[config.mk]
export PLATFORM = sky130hd
export DESIGN_NAME = univ_shift_reg
export DESIGN_NICKNAME = d
export VERILOG_FILES = /design/src/rtl/univ_shift_reg.sv
export SDC_FILE = /design/constraint.sdc
export NUM_CORES = 1
export LEC_CHECK = 0
export CAP_MARGIN = 20
export CORE_UTILIZATION = 30
export CTS_BUF_LIST = sky130_fd_sc_hd__clkbuf_16
export DETAILED_ROUTE_END_ITERATION = 7
export DONT_BUFFER_PORTS = 1
export SKIP_LAST_GASP = 1
export SLEW_MARGIN = 10
export SYNTH_ARGS = -nofsm -noshare
export SYNTH_HDL_FRONTEND = slang
export SYNTH_SLANG_ARGS = --single-unit
[constraint.sdc]
create_clock -name clk -period 2.1 [get_ports clk]
set_input_delay 0.42 -clock clk [delete_from_list [all_inputs] [get_ports clk]]
set_output_delay 0.42 -clock clk [all_outputs]
set_load 0.005 [all_outputs]
[src/rtl/univ_shift_reg.sv]
// Universal shift register: hold, shift right/left, parallel load, and an
// autonomous burst-serialise mode that shifts a loaded word out over WIDTH cycles.
//
// Ports:
//   clk, rst         rising-edge clock, asynchronous active-high reset
//   mode[1:0]        manual op when idle: 00 hold, 01 right, 10 left, 11 load
//   sin_r, sin_l     serial fill bits for right / left shifts
//   pin[WIDTH-1:0]   parallel load data
//   start, dir       burst request and direction (0 right/LSB first, 1 left/MSB first)
//   q                register contents
//   sout_r, sout_l   q[0] and q[WIDTH-1]
//   busy, done       burst in progress / one-cycle completion pulse
//   cnt              shifts completed in the current burst
module univ_shift_reg #(
  parameter int WIDTH = 8,
  parameter logic [WIDTH-1:0] RESET_VAL = '0,
  localparam int CNT_W = $clog2(WIDTH + 1)
) (
  input  logic             clk,
  input  logic             rst,
  input  logic [1:0]       mode,
  input  logic             sin_r,
  input  logic             sin_l,
  input  logic [WIDTH-1:0] pin,
  input  logic             start,
  input  logic             dir,
  output logic [WIDTH-1:0] q,
  output logic             sout_r,
  output logic             sout_l,
  output logic             busy,
  output logic             done,
  output logic [CNT_W-1:0] cnt
);

  typedef enum logic {
    IDLE,
    BURST
  } state_t;

  localparam logic [CNT_W-1:0] LAST = CNT_W'(WIDTH - 1);

  state_t           state;
  state_t           state_n;
  logic             burst_dir;
  logic             burst_dir_n;
  logic [WIDTH-1:0] q_n;
  logic [CNT_W-1:0] cnt_n;
  logic             busy_n;
  logic             done_n;
  logic [WIDTH-1:0] shr;
  logic [WIDTH-1:0] shl;

  assign shr    = {sin_r, q[WIDTH-1:1]};
  assign shl    = {q[WIDTH-2:0], sin_l};
  assign sout_r = q[0];
  assign sout_l = q[WIDTH-1];

  always_ff @(posedge clk or posedge rst) begin
    if (rst) begin
      state     <= IDLE;
      q         <= RESET_VAL;
      burst_dir <= 1'b0;
      cnt       <= '0;
      busy      <= 1'b0;
      done      <= 1'b0;
    end else begin
      state     <= state_n;
      q         <= q_n;
      burst_dir <= burst_dir_n;
      cnt       <= cnt_n;
      busy      <= busy_n;
      done      <= done_n;
    end
  end

  always_comb begin
    state_n     = state;
    q_n         = q;
    burst_dir_n = burst_dir;
    cnt_n       = cnt;
    busy_n      = busy;
    // done is a single-cycle pulse; it only rises on the final burst edge
    done_n      = 1'b0;
    unique case (state)
      IDLE: begin
        if (start) begin
          q_n         = pin;
          burst_dir_n = dir;
          cnt_n       = '0;
          busy_n      = 1'b1;
          state_n     = BURST;
        end else begin
          unique case (mode)
            2'b00: q_n = q;
            2'b01: q_n = shr;
            2'b10: q_n = shl;
            2'b11: q_n = pin;
          endcase
        end
      end
      BURST: begin
        q_n   = burst_dir ? shl : shr;
        cnt_n = cnt + CNT_W'(1);
        if (cnt == LAST) begin
          busy_n  = 1'b0;
          done_n  = 1'b1;
          state_n = IDLE;
        end
      end
    endcase
  end

endmodule
==> metrics.txt, run 1 <==
status complete, no violations; Post-synth EDFFs 0; async set or reset register ratio after synthesis 100%; Max-Cap Viols 0; crit-path max FO 9; Synth top area share 38.0%; HP Class in2async; HPWL after DPL 1.73 mm; Die ar. 3750 µm²; Area growth, synth to finish 6.06%; vias in the first global route 817; Worst Hold Margin 0.133 ns; port buffer count 0; Worst EP required 2.23 ns; Synth Instances 111; clk buf depth 2; FILL cells 347; critical path class reg2reg; post-synth top area cell dfrtp_1; Max transition margin 59.1%; DRT antenna net count 0; initial antenna violation count 0; clock latency on the worst-skew pair 0.25 ns; sequential cell area fraction in the yosys report 38.0%; GRT overflow 0; Mapped Avg Cell Area 9.48 µm²; CTS Buf Count 3; Lkg Pwr 0.455 nW; total number of vias 812; ranking of synthesized cells by area dfrtp_1, mux2i_1, o22a_1, a211oi_1, a22oi_1; maximum number of pins on one net before global-route repair 26; Cell Area, Synth 1050 µm²; 1st-iter DRT viols 36; WL final 2.41 mm; CP startpoint kind flip-flop; final setup skew 0.00237 ns; die height 61.2 µm; CTS H-tree depth 1; final cell count without fillers 149; ANT cells 0; CTS tree built; FP Rows 21; GR Util All Layers 14.3%; worst-margin pin slew 0.613 ns; Fin Setup TNS 0 ns; fin crit share 75.9%; share of post-route cells with drive strength above 1 5.83%; total power 1.76 mW; fin. max-slew vios 0; fin nets 121; maximum clock frequency 627 MHz; first-pass GRT wire length 3.85 mm; CTS root buffer clkbuf_16; post-CTS resize count 0; Peak VDD IR 0.000535 V; WP data arrival 1.72 ns; final count of hold timing violations 0; Boundary Pins 32; minimum clock period 1.59 ns; Post-Place Cells 145; PD cells 1570 nW/µm²; Sink Count 16; Mapped Nets 128; vias per cell 5.45; Die W 61.2 µm; DR pass1 iterations 4; CTS Hold Bufs 0; drt drc 0; WL per Instance 16.2 µm; synthesis-stage register bit count 16; Post-CTS Setup Bufs 0; Netlist cell types 23; Setup crit end kind flip-flop; core box area 3340 µm²; RSZ-0062 raised after global routing false; Starting Density 31.5%; Ys Warns 0; gpl congestion 0.795; Commonest cells post-synth dfrtp_1, mux2i_1, nor2_1; top_reg_cell synth dfrtp_1; Finish-stage setup viols 0; Reg clk slew, reported paths 0.05 ns
==> state kept, by name, summed over array words and instances, names as in the netlist <==
| signal | flops |
|---|---|
| done | 1 |
| state | 1 |
| cnt | 4 |
| q | 8 |
| burst_dir | 1 |
| busy | 1 |
==> critical path: stages, from the launching register on <==
cell	delay, ns
dfrtp_1	0.37
or2_1	0.35
or3_1	0.50
o22a_1	0.26
==> cells in the final DEF, fill, tap and decap left out, types with 2 or more instances in the layout <==
master / Yosys / layout
a211oi_1: 8 / 8
mux2_2: 2 / 2
nand2_1: 2 / 2
clkbuf_16: 0 / 3
nor2_1: 12 / 12
a21oi_1: 9 / 9
o22a_1: 8 / 8
nor2b_1: 3 / 3
o21ai_0: 4 / 4
dfrtp_1: 16 / 16
mux2i_1: 16 / 16
or3_1: 2 / 2
a22oi_1: 8 / 8
inv_1: 2 / 2
==> power breakdown <==
part | switching, mW | internal [mW] | leakage (nW)
Clock | 0.119 | 0.253 | 0.0385
Combinational | 0.282 | 0.380 | 0.231
Sequential | 0.256 | 0.465 | 0.185
Total | 0.658 | 1.10 | 0.455
==> routing by layer <==
metal	track usage [%]	share of wire (%)	routed length (µm)
met1	18.2	48	1150
met2	22.5	43	1030
met3	5.88	8.7	210
met4	3.90	1.0	25
met5	0	0	0
==> cell type report <==
class	instances	area, µm²	area share, %
Clock buffer	3	75.1	6.73
Clock inverter	1	3.75	0.336
Inverter	2	7.51	0.673
Multi-Input combinational cell	80	564	50.6
Sequential cell	16	400	35.9
Tap cell	46	57.6	5.16
Timing Repair Buffer	1	7.51	0.673
==> path summary, 6_finish.rpt <==
check                      depth (start not counted)             start                  to  slack (ns)
max                                                3   state$_DFF_PP0_    q[3]$_DFFE_PP0P_        0.51
max reg2reg                                        3   state$_DFF_PP0_    q[3]$_DFFE_PP0P_        0.51
min                                                1               rst      done$_DFF_PP0_        0.13
min reg2reg                                        2  busy$_DFFE_PP0P_    busy$_DFFE_PP0P_        0.53
max in group asynchronous                          1               rst    q[6]$_DFFE_PP0P_        1.57
min in group clk                                   1             start  cnt[1]$_DFFE_PP0P_        0.30
==> per-stage QoR <==
step                instance area [µm²]  worst slack (ns)  util (%)
floorplan                          1050             0.525         -
global placement                   1040             0.513      31.1
detailed placement                 1040             0.477      31.1
CTS                                1120             0.512      33.4
global route                       1120             0.456      33.4
finish                             1120             0.506      33.4
==> kinds of logic (layout without fill, tap and decap cells) <==
family | count (synthesis) | count (layout) | synth area share [%]
AOI/OAI and AO/OA | 37 | 37 | 24.3
and+or+nand+nor | 24 | 24 | 10.8
muxes | 18 | 18 | 17.4
DFF | 16 | 16 | 38.0
buffers and inverters | 15 | 7 | 8.32
adders and majority gates | 1 | 1 | 1.19
No activity file was read; power rests on OpenSTA's default activity.
==> inputs of run 2 (changes only) <==
- clock period: 2.1 -> 1.4 ns (I/O delays scaled with it)
==> run 2 against run 1 <==
Cell count increased by 0.67%. Largest cell class unchanged. Clock skew decreased by 0.0017 ns. Sequential power increased by 51%. Routed wire length increased by 5.7%.
==> metrics.txt, run 2 (synthesis results as in run 1) <==
status complete, no violations; gpl congestion 0.719; die height 61.2 µm; crit-path max FO 8; fin. max-slew vios 0; worst-margin pin slew 0.626 ns; fin nets 122; crit path buf inv count 0; CTS tree built; critical-path cell list or2_1 > or3_4 > o22a_1; clock latency on the worst-skew pair 0.24 ns; core box area 3340 µm²; fin crit share 95.5%; initial antenna violation count 0; 1st-iter DRT viols 69; share of post-route cells with drive strength above 1 8.65%; Slowest-stage cell, CP or3_4; clk buf depth 2; final count of hold timing violations 0; Sink Count 16; CTS root buffer clkbuf_16; Reg clk slew, reported paths 0.05 ns; Boundary Pins 32; total power 2.66 mW; most frequent cells in the layout mux2i_1, dfrtp_1, nor2_1; DR pass1 iterations 3; HPWL after DPL 1.80 mm; PD cells 2350 nW/µm²; critical path class reg2reg; Worst EP required 1.53 ns; Finish-stage setup viols 0; register with the most flip-flops q; FP Rows 21; Area growth, synth to finish 7.37%; Setup crit end kind flip-flop; final setup skew 0.000641 ns; CTS Buf Count 3; Peak VDD IR 0.000986 V; WL per Instance 17.0 µm; vias in the first global route 862; Die W 61.2 µm; WP data arrival 1.47 ns; port buffer count 0; Core Util, Final 33.9%; CTS H-tree depth 1; Max-Cap Viols 0; largest delay contributor family on the critical path simple AND/OR/NAND/NOR gates; Post-CTS Setup Bufs 0; first-pass GRT wire length 4.13 mm; drt drc 0; CP startpoint kind flip-flop; WL final 2.55 mm; FILL cells 381; Die ar. 3750 µm²; HP Class in2async; maximum number of pins on one net before global-route repair 26; GRT overflow 0; ANT cells 0; total number of vias 840; GR Util All Layers 15.2%; Max transition margin 58.2%; Starting Density 31.5%; maximum clock frequency 748 MHz; Lkg Pwr 0.460 nW; DRT antenna net count 0; Fin Setup TNS 0 ns; RSZ-0062 raised after global routing false; largest stage delay on the critical path 0.39 ns; vias per cell 5.60; commonest non-fill, non-tap cell in the layout mux2i_1; max reg flops 8; biggest regs q (8), cnt (4); minimum clock period 1.34 ns
run 2: cell types whose count changed in the layout (fill, tap and decap cells not counted):
cell,delta
or3_4,+1
dfrtp_2,+1
or3_1,-1
dfrtp_1,-1
buf_4,+1
run 2: what timing repair did:
item | in CTS | in global routing
gates resized for setup | 1 | 1
hold buffers | 0 | 0
endpoints found under the setup margin | 8 | 1
run 2: path summary, 6_finish.rpt:
kind | end | start | depth (start not counted) | slack, ns
max | q[3]$_DFFE_PP0P_ | state$_DFF_PP0_ | 3 | 0.06
min | cnt[2]$_DFFE_PP0P_ | rst | 1 | 0.0007
max reg2reg | q[3]$_DFFE_PP0P_ | state$_DFF_PP0_ | 3 | 0.06
min reg2reg | busy$_DFFE_PP0P_ | busy$_DFFE_PP0P_ | 2 | 0.53
max in group asynchronous | burst_dir$_DFFE_PP0P_ | rst | 1 | 0.96
min in group clk | cnt[1]$_DFFE_PP0P_ | start | 1 | 0.14
run 2: worst reg2reg max path: stages (launching register included):
cell     delay, ns
dfrtp_1       0.36
or2_1         0.25
or3_4         0.39
o22a_1        0.22
run 2: routing by layer:
metal  vias up  wire length, µm  GRT usage, %
met1       416             1130          19.5
met2        32             1210          25.5
met3         0              213          5.25
li1        392                -             -
met4         0                0          1.95
met5         -                0             0
run 2: power by group:
group	switching [mW]	internal, mW	total, mW
Combinational	0.432	0.578	1.01
Sequential	0.392	0.702	1.09
Clock	0.176	0.379	0.555
run 2: layout make-up:
type                            instances  area [µm²]  area share [%]
Tap cell                               46        57.6            5.09
Timing Repair Buffer                    2        15.0            1.33
Clock buffer                            3        75.1            6.64
Multi-Input combinational cell         80         569            50.4
Sequential cell                        16         402            35.5
Clock inverter                          1        3.75           0.332
Inverter                                2        7.51           0.664
run 2: metrics by stage:
step	instances	setup slack (ns)	hold slack, ns	instance area, µm²
finish	150	0.0630	0.000707	1130
global route	150	0.0119	0.0443	1130
CTS	150	0.0549	0.0226	1130
detailed placement	146	-0.0434	0.286	1040
global placement	146	0.00942	0.285	1040
floorplan	111	-0.175	0.194	1050
==> inputs of run 3 (changes only) <==
- ABC_AREA: unset -> 1
- clock period: 1.4 -> 1.45 ns (I/O delays scaled with it)
==> run 3 against run 2 <==
Die area increased by 3.4%. Critical path type unchanged. Final area increased by 4.1%. Highest routed layer is now met4. Synthesized cell count increased by 41%. Clock power decreased by 1%. Critical endpoint is now cnt[3]$_DFFE_PP0P_. Maximum frequency increased by 7.8%. Sequential share of layout area decreased by 1.5 points. Combinational power decreased by 14%. Hold slack improved by 0.21 ns. Core utilization increased by 0.57 points. Area after synthesis increased by 3.6%. Cell count increased by 33%.
==> metrics.txt, run 3 <==
FP Rows 21; CP startpoint kind flip-flop; Fin Setup TNS 0 ns; CTS Buf Count 3; clock latency on the worst-skew pair 0.25 ns; commonest non-fill, non-tap cell in the layout nor2_1; clk buf depth 2; Max-Cap Viols 0; crit-path max FO 11; PD cells 2100 nW/µm²; post-synth top area cell dfrtp_1; RSZ-0062 raised after global routing false; CTS tree built; final count of hold timing violations 0; CTS H-tree depth 1; register with the most flip-flops q; hold path start dir; port buffer count 0; share of post-route cells with drive strength above 1 7.14%; Sink Count 16; Finish-stage setup viols 0; Ys Warns 0; GR Util All Layers 16.5%; Die W 62.3 µm; top_reg_cell synth dfrtp_1; HPWL after DPL 1.98 mm; most frequent cell after synthesis nor2_1; Area growth, synth to finish 7.92%; GRT overflow 0; Setup crit end kind flip-flop; Peak VDD IR 0.000982 V; Lkg Pwr 0.564 nW; Design Area, Final 1180 µm²; Mapped Nets 173; Post-synth EDFFs 0; Die ar. 3880 µm²; status complete, no violations; sequential cell area fraction in the yosys report 36.7%; synthesis-stage register bit count 16; maximum number of pins on one net before global-route repair 19; ANT cells 0; Commonest cells post-synth nor2_1, nand3_1, nand2_1; Starting Density 31.9%; minimum clock period 1.24 ns; fin crit share 85.6%; critical path class reg2reg; vias in the first global route 1,048; Mapped Avg Cell Area 6.99 µm²; fin. max-slew vios 0; Synth Instances 156; r2r worst-path depth 4; multi-input logic area 588 µm²; gpl congestion 0.856; Netlist cell types 18; maximum clock frequency 806 MHz; Boundary Pins 32; Worst EP required 1.58 ns; Max transition margin 76.9%; HP Class in2reg; worst-margin pin slew 0.346 ns; fin nets 172; 1st-iter DRT viols 104; ranking of synthesized cells by area dfrtp_1, nand3_1, nor2_1, nand2_1, a21oi_1; Synth top area share 36.7%; FILL cells 365; Worst Hold Path EP burst_dir$_DFFE_PP0P_; Seq. cell area 400 µm²; total number of vias 1,039; async set or reset register ratio after synthesis 100%; total power 2.47 mW; DRT antenna net count 0; Post-CTS Setup Bufs 0; most frequent cells in the layout nor2_1, nand3_1, nand2_1; Reg clk slew, reported paths 0.05 ns; drt drc 0; first-pass GRT wire length 5.04 mm; critical register-to-register path startpoint state$_DFF_PP0_; DR pass1 iterations 4; die height 62.3 µm; Cell Area, Synth 1090 µm²; initial antenna violation count 0; vias per cell 5.20; WL final 2.93 mm; core box area 3420 µm²; Placement Cell Area 1090 µm²; max reg flops 8; register-to-register setup slack 0.21 ns; WL per Instance 14.7 µm; final setup skew 0.00449 ns; WP data arrival 1.37 ns; hold depth 2; biggest regs q (8), cnt (4); r2r endpoint cnt[3]$_DFFE_PP0P_; CTS root buffer clkbuf_16
-- run 3: how the worst max path moves through the flow --
stage                       startpoint                  to  cells past startpoint
global placement       state$_DFF_PP0_  cnt[3]$_DFFE_PP0P_                      4
CTS                    state$_DFF_PP0_  cnt[3]$_DFFE_PP0P_                      4
finish                 state$_DFF_PP0_  cnt[3]$_DFFE_PP0P_                      4
global route           state$_DFF_PP0_  cnt[3]$_DFFE_PP0P_                      4
floorplan           cnt[0]$_DFFE_PP0P_  cnt[1]$_DFFE_PP0P_                      2
detailed placement     state$_DFF_PP0_  cnt[3]$_DFFE_PP0P_                      4
-- run 3: worst max-delay path: stages (launching register included) --
cell and delay [ns]:
dfrtp_1 0.46, inv_1 0.31, nand2_1 0.17, nand3_1 0.11, o21ai_0 0.07
-- run 3: cell families after synthesis --
kind of cell,after synthesis,share of synthesized area (%)
adder cells (fa/ha/maj),1,1.15
AO/OA/AOI/OAI,22,10.4
buffers and inverters,15,9.30
AND/OR/NAND/NOR,102,42.4
flip-flops,16,36.7
-- run 3: final cells by class --
class	count	area share [%]
multi-input cells	125	50.0
flip-flops and latches	16	34.0
clock buffers	3	6.38
well taps	46	4.89
repair buffers	4	2.77
inverters	5	1.60
clock inverters	1	0.319
-- run 3: power by group --
part / switching, mW / internal (mW)
Sequential: 0.375 / 0.676
Clock: 0.183 / 0.366
Combinational: 0.491 / 0.378
Total: 1.05 / 1.42
-- run 3: metal layers --
| layer | routed length, µm | up-vias | track usage (%) |
|---|---|---|---|
| met4 | 18 | 0 | 5.52 |
| met5 | 0 | - | 0 |
| met1 | 1240 | 484 | 20.6 |
| met3 | 329 | 2 | 6.62 |
| met2 | 1350 | 42 | 25.8 |
| li1 | - | 511 | - |
-- run 3: metrics by stage --
stage / setup WS, ns / hold WS, ns / utilization [%] / cells
6_report: 0.209 / 0.206 / 34.4 / 200
5_1_grt: 0.0418 / 0.225 / 34.4 / 200
4_1_cts: 0.210 / 0.201 / 34.4 / 200
3_5_place_dp: 0.208 / 0.211 / 31.8 / 195
3_3_place_gp: 0.264 / 0.207 / 31.8 / 195
2_1_floorplan: 0.423 / 0.204 / - / 156
-- run 3: repair_timing --
item	4_1_cts	5_1_grt
hold buffers	1	0
gates resized for setup	0	0
hold endpoints to repair	16	0
